File: src/rtl/dot_channel_seq.sv
// dot_channel_seq: sequencer for one dot-channel slice. For every (cs, phase)
// weight group it accepts a feature window, runs the channel until it returns a
// result, and hands that result downstream tagged with cs/phase.
// Optional macro DCS_TIMEOUT_EN: aborts RUN to IDLE with a sticky err flag when
// the channel returns nothing within TIMEOUT cycles.
//
//   state   | meaning
//   IDLE    | waiting for start
//   WAIT_IN | in_ready high, waiting for the upstream window
//   RUN     | channel loading/computing, waiting for dc_valid
//   OUT     | result presented downstream, waiting for out_ready
//   DONE    | one-cycle completion pulse
module dot_channel_seq #(
  parameter int N_CS     = 9,
  parameter int N_PHASE  = 8,
  parameter int TIMEOUT  = 64,
  parameter int DATA_LEN = 16
) (
  input  logic                clk,
  input  logic                rst_n,
  input  logic                start,
  input  logic                in_valid,
  output logic                in_ready,
  output logic                dc_load,
  output logic                ws_load,
  output logic [3:0]          cs,
  output logic [2:0]          phase,
  input  logic                dc_valid,
  input  logic [DATA_LEN-1:0] dc_q,
  output logic                out_valid,
  input  logic                out_ready,
  output logic [DATA_LEN-1:0] out_data,
  output logic [3:0]          out_cs,
  output logic [2:0]          out_phase,
  output logic                busy,
  output logic                done,
  output logic                err
);

  localparam logic [3:0] CS_LAST = 4'(N_CS - 1);
  localparam logic [2:0] PH_LAST = 3'(N_PHASE - 1);

  typedef enum logic [2:0] {
    IDLE    = 3'd0,
    WAIT_IN = 3'd1,
    RUN     = 3'd2,
    OUT     = 3'd3,
    DONE    = 3'd4
  } state_t;

  state_t state, state_nxt;
  logic   last_grp;
  logic   timeout;

  assign last_grp = (cs == CS_LAST) && (phase == PH_LAST);

`ifdef DCS_TIMEOUT_EN
  localparam int TMR_W = $clog2(TIMEOUT + 1);
  logic [TMR_W-1:0] timer;

  assign timeout = (state == RUN) && !dc_valid && (timer == '0);

  // RUN watchdog: down-counter loaded on entry, err latched at terminal count
  always_ff @(posedge clk or negedge rst_n) begin
    if (!rst_n) begin
      timer <= '0;
      err   <= 1'b0;
    end else begin
      if (state == WAIT_IN && in_valid)
        timer <= TMR_W'(TIMEOUT - 1);
      else if (state == RUN && timer != '0)
        timer <= timer - 1'b1;
      if (timeout)
        err <= 1'b1;
    end
  end
`else
  assign timeout = 1'b0;
  assign err     = 1'b0;
`endif

  // state register
  always_ff @(posedge clk or negedge rst_n) begin
    if (!rst_n) state <= IDLE;
    else        state <= state_nxt;
  end

  // next-state logic
  always_comb begin
    state_nxt = state;
    case (state)
      IDLE:    if (start)    state_nxt = WAIT_IN;
      WAIT_IN: if (in_valid) state_nxt = RUN;
      RUN: begin
        if (dc_valid)     state_nxt = OUT;
        else if (timeout) state_nxt = IDLE;
      end
      OUT:     if (out_ready) state_nxt = last_grp ? DONE : WAIT_IN;
      DONE:    state_nxt = IDLE;
      default: state_nxt = IDLE;
    endcase
  end

  // outputs decoded purely from state
  always_comb begin
    in_ready  = 1'b0;
    dc_load   = 1'b0;
    ws_load   = 1'b0;
    out_valid = 1'b0;
    done      = 1'b0;
    busy      = (state != IDLE);
    case (state)
      WAIT_IN: in_ready  = 1'b1;
      RUN: begin
        dc_load = 1'b1;
        ws_load = 1'b1;
      end
      OUT:     out_valid = 1'b1;
      DONE:    done      = 1'b1;
      default: ;
    endcase
  end

  // group counters and result capture
  always_ff @(posedge clk or negedge rst_n) begin
    if (!rst_n) begin
      cs        <= '0;
      phase     <= '0;
      out_data  <= '0;
      out_cs    <= '0;
      out_phase <= '0;
    end else begin
      if (state == IDLE && start) begin
        cs    <= '0;
        phase <= '0;
      end else if (state == OUT && out_ready && !last_grp) begin
        if (phase == PH_LAST) begin
          phase <= '0;
          cs    <= cs + 1'b1;
        end else begin
          phase <= phase + 1'b1;
        end
      end
      if (state == RUN && dc_valid) begin
        out_data  <= dc_q;
        out_cs    <= cs;
        out_phase <= phase;
      end
    end
  end

endmodule

File: config.mk
export PLATFORM = sky130hd
export DESIGN_NAME = dot_channel_seq
export DESIGN_NICKNAME = d
export VERILOG_FILES = /design/src/rtl/dot_channel_seq.sv
export SDC_FILE = /design/constraint.sdc
export NUM_CORES = 1
export LEC_CHECK = 0
export CAP_MARGIN = 40
export CORE_MARGIN = 1.5
export CORE_UTILIZATION = 65
export CTS_BUF_LIST = sky130_fd_sc_hd__clkbuf_2 sky130_fd_sc_hd__clkbuf_4 sky130_fd_sc_hd__clkbuf_8
export DETAILED_ROUTE_END_ITERATION = 12
export DONT_BUFFER_PORTS = 1
export GPL_ROUTABILITY_DRIVEN = 0
export PLACE_DENSITY = 0.82
export SKIP_LAST_GASP = 1
export SLEW_MARGIN = 20
export SYNTH_ARGS = -nofsm -noshare
export SYNTH_HDL_FRONTEND = slang
export SYNTH_SLANG_ARGS = --single-unit
File: constraint.sdc
create_clock -name clk -period 2.41 [get_ports clk]
set_input_delay 0.3615 -clock clk [delete_from_list [all_inputs] [get_ports clk]]
set_output_delay 0.3615 -clock clk [all_outputs]
set_load 0.02 [all_outputs]
# [Word-level counts from Yosys, hierarchy flattened]
# Index checks and enable logic that the tools add are counted.
[word_totals] register_bits=33 wordCells=46
[op_classes] addsub=2 eq_ne=10 muxes=16 reduce_logical=12
[ops] operator="3-bit 2-to-1 mux" count=8
[ops] operator="4-bit 2-to-1 mux" count=3
[ops] operator="3-bit case mux with 4 select lines" count=1
[ops] operator="2-bit != test, second input constant" count=4
[ops] operator="3-bit by 2-bit equality test with 1-bit output, second input constant" count=2
[ops] operator="3-bit equality test, second input constant" count=2
[ops] operator="1-bit logical AND" count=5
[ops] operator="4-bit by 1-bit adder with 4-bit output, second input constant" count=1
[ops] operator="4-bit equality test, second input constant" count=1
[ops] operator="1-bit 2-to-1 mux" count=4
[ops] operator="4-bit AND reduction" count=1
[ops] operator="2-bit nonzero test" count=2
[ops] operator="3-bit by 1-bit adder with 3-bit output, second input constant" count=1
[ops] operator="3-bit by 1-bit equality test with 1-bit output, second input constant" count=1
[ops] operator="3-bit logical NOT" count=1
[ops] operator="3-bit nonzero test" count=1
[ops] operator="2-bit AND reduction" count=1
[ops] operator="1-bit logical NOT" count=1

# [Depth between registers and ports, before layout]
[logic_depth] ltp_word=6 mapped_depth=5 ltp_nobuf=5

# [Least setup slack after synthesis]
# Ideal clock, no wire load.
[synth_path] path_type="register to register" startpoint="register phase[0]" endpoint="register cs[2]" setup_ns=0.077 arrival_time_ns=1.752 t_required_ns=2.333 setup_slack_ns=0.581 path_stages_with_launch=6 n_path_buf=0 period_less_slack_ns=1.829 cell_sequence="dfrtp_1 > ha_1 > ha_1 > and4b_1 > or4_1 > a21oi_1"
[synth_between] elab_chain_cells=6 word_cells_on_any_way=7 classes_between="eq/ne: 1; reduce/logical: 6"
[synth_lines] element="start, declared" line_no="27" rtl="output logic [2:0] phase,"
[synth_lines] element="start signal, assigned" line_no="141" rtl="phase <= phase + 1'b1;"
[synth_lines] element="3-bit equality test *" line_no="55, 137"
[synth_lines] element="1-bit logical AND" line_no="55" rtl="assign last_grp = (cs == CS_LAST) && (phase == PH_LAST);"
[synth_lines] element="1-bit logical NOT" line_no="136" rtl="end else if (state == OUT && out_ready && !last_grp) begin"
[synth_lines] element="1-bit logical AND" line_no="136"
[synth_lines] element="2-bit nonzero test (no line)"
[synth_lines] element="2-bit AND reduction (no line) *"
[synth_lines] element="end signal, assigned" line_no="139" rtl="cs <= cs + 1'b1;"
[synth_lines] element="end, declared" line_no="26" rtl="output logic [3:0] cs,"
# Every way passes the cells marked *; elsewhere a longest branch is shown, timed or not.
# A chain may end at the register's enable or synchronous reset.

# [Worst setup path in the final report]
[layout_path] startpoint="register phase[0]" endpoint="register cs[1]"
# The elaborated chain is that of the path after synthesis.

==> metrics <==
Layout area overhead=4.67%; routed wire length=2470 um; WS Path Type=flip-flop to flip-flop; Final HPWL DP=1770 um; Lkg Pwr=0.726 nW; Slew Limit Fails=0; layout cell share with drive strength beyond 1=0.357; Post-Layout Cell Count=143; IO Pins=59; Synth Area in Compound Gates=0.0598; Post-Synthesis Cells=111; relative slew slack=0.524; most frequent cells in the layout=dfrtp_1 (33), mux2_2 (20), nand2_1 (6); register area share after synthesis=0.541; Site Rows=17; mux share of post-synthesis cell area=0.190; CTS Hold Bufs=2; Max IR drop VDD=0.863 mV; pwr/cell area=1250 mW/mm^2; main combinational cell family by area after synthesis=multiplexers; dpl cells=133; Util after Layout=0.723; MaxCap Viol Count=0; die outline width=51.5 um; TritonCTS clock tree=built; Synth Area in Simple Gates=0.120; Hold Vio Cnt, Final=0; library cells used by synthesis=31; clk root buf=clkbuf_4; synth warn=0; total core area=0.00221 sq mm; DR iter-0 viols=8; Seq cells post-synth=33; via/cell ratio=6.23; highest fanout seen on the critical path=6; deepest clock path buffer count=2; adder-cell share of the synthesized area=0.0328; final setup margin=0.400 ns; Starting Density=0.691; Post-CTS Setup Inserts=0; diodes inserted=0; crit end category=flip-flop; XOR/XNOR Fraction of Synth Area=0; DP Area=0.00150 sq mm; Clock Skew=0.00240 ns; Placement Setup Slack=0.404 ns; total gr overflow=0; largest net degree at the start of global routing=34; setup tns final=0 ns; Tcrit/Tclk final=0.834; H-tree Lvls=2; Highest Clock Rate=0.497 GHz; Worst Hold Slack=0.168 ns; antenna violations before repair=0; clock sinks=33; worst path required time=2.67 ns; DIE AREA=0.00265 sq mm; drt first pass iters=4; Port Buf Inserts=0; Die Y=51.5 um; # DRC=0; PostCTS Resize Cnt=0; commonest non-fill, non-tap cell in the layout=dfrtp_1; DR vias=891; final setup violation count=0; clock transition at the registers of the reported paths=0.10 ns; post-route ant nets=0; fin crit period=2.01 ns; Finished Cell Area=0.00160 sq mm; RSZ-0062 raised after global routing=no; CTS Buf Count=5; crit path DAT=2.27 ns; # nets final=140; Mapped Area=0.00153 sq mm; Power Total=1.99 mW; worst min path class=primary input to flip-flop; WL/cell=17.2 um; vias in the first global route=847; GRT Total Usage=0.214; worst skew pair latency=0.33 ns; run status=finished, final reports clean; syn_nets=137; Syn Area/Cell=13.8 sq um; Slew @ Worst Pin=0.712 ns; startpoint types=flip-flop; first-pass GRT wire length=3860 um
==> cell usage after synthesis (all sizes together) <==
| master | instances | area share |
|---|---|---|
| o41ai | 1 | 0.0057 |
| and4b | 1 | 0.0066 |
| mux2 | 23 | 0.18 |
| nand3b | 1 | 0.0049 |
| and3b | 1 | 0.0066 |
| conb | 1 | 0.0025 |
| inv | 3 | 0.0074 |
| nor2 | 4 | 0.0098 |
| or4b | 1 | 0.0090 |
| ha | 4 | 0.033 |
| o221ai | 1 | 0.0057 |
| and2 | 1 | 0.0057 |
| nand2 | 6 | 0.015 |
| o311ai | 1 | 0.0057 |
| nor3b | 4 | 0.023 |
| a211o | 1 | 0.0066 |
| mux2i | 2 | 0.013 |
| dfrtp | 33 | 0.54 |
| or3 | 2 | 0.0098 |
| or4 | 1 | 0.0049 |
| o21a | 1 | 0.0049 |
| a21oi | 4 | 0.013 |
| buf | 7 | 0.047 |
| nand4b | 2 | 0.021 |
| o21ai | 2 | 0.0066 |
| a22o | 2 | 0.011 |
| nand4 | 1 | 0.0041 |
==> cells by family after synthesis <==
family / count (synthesis)
DFF: 33
muxes: 25
other: 1
buffers and inverters: 10
and+or+nand+nor: 25
adders and majority gates: 4
AOI/OAI and AO/OA: 13
==> flip-flops by register name, indices dropped and copies added (netlist names) <==
register,cells
out_data,16
cs,4
out_cs,4
out_phase,3
phase,3
state,3
==> critical path, cell delays in order (launching register included) <==
cell     delay (ns)
dfrtp_1        0.50
ha_1           0.25
ha_1           0.24
and4b_1        0.27
nor3b_1        0.44
mux2i_1        0.23
==> path summary, 6_finish.rpt <==
check | from | end | slack (ns) | cells past startpoint
worst max-delay path | phase[0] | cs[1] | 0.40 | 5
worst min-delay path | dc_q[4] | out_data[4] | 0.17 | 1
worst max register to register | phase[0] | cs[1] | 0.40 | 5
worst min register to register | state[2] | state[1] | 0.59 | 1
max in group asynchronous | rst_n | state[2] | 1.79 | 2
min in group asynchronous | rst_n | state[0] | 0.46 | 2
==> power breakdown <==
part           internal (mW)  total, mW  switching (mW)
combinational          0.275      0.497           0.221
sequential             0.746       1.15           0.401
clock                  0.169      0.349           0.180
==> metal layers <==
layer,up-vias,global-route usage,routed length (um)
li1,403,-,-
met1,439,0.244,962
met2,45,0.321,1220
met3,4,0.120,247
met4,0,0.114,34
met5,-,0,0
==> cell type report <==
cell class / instances / area [sq um]
Clock inverter: 1 / 5.00
Multi-Input combinational cell: 68 / 619
Tap cell: 28 / 35.0
Sequential cell: 33 / 826
Timing Repair Buffer: 3 / 37.5
Inverter: 3 / 11.3
Fill cell: 155 / 613
Clock buffer: 7 / 65.1
No activity file was read; power rests on OpenSTA's default activity.
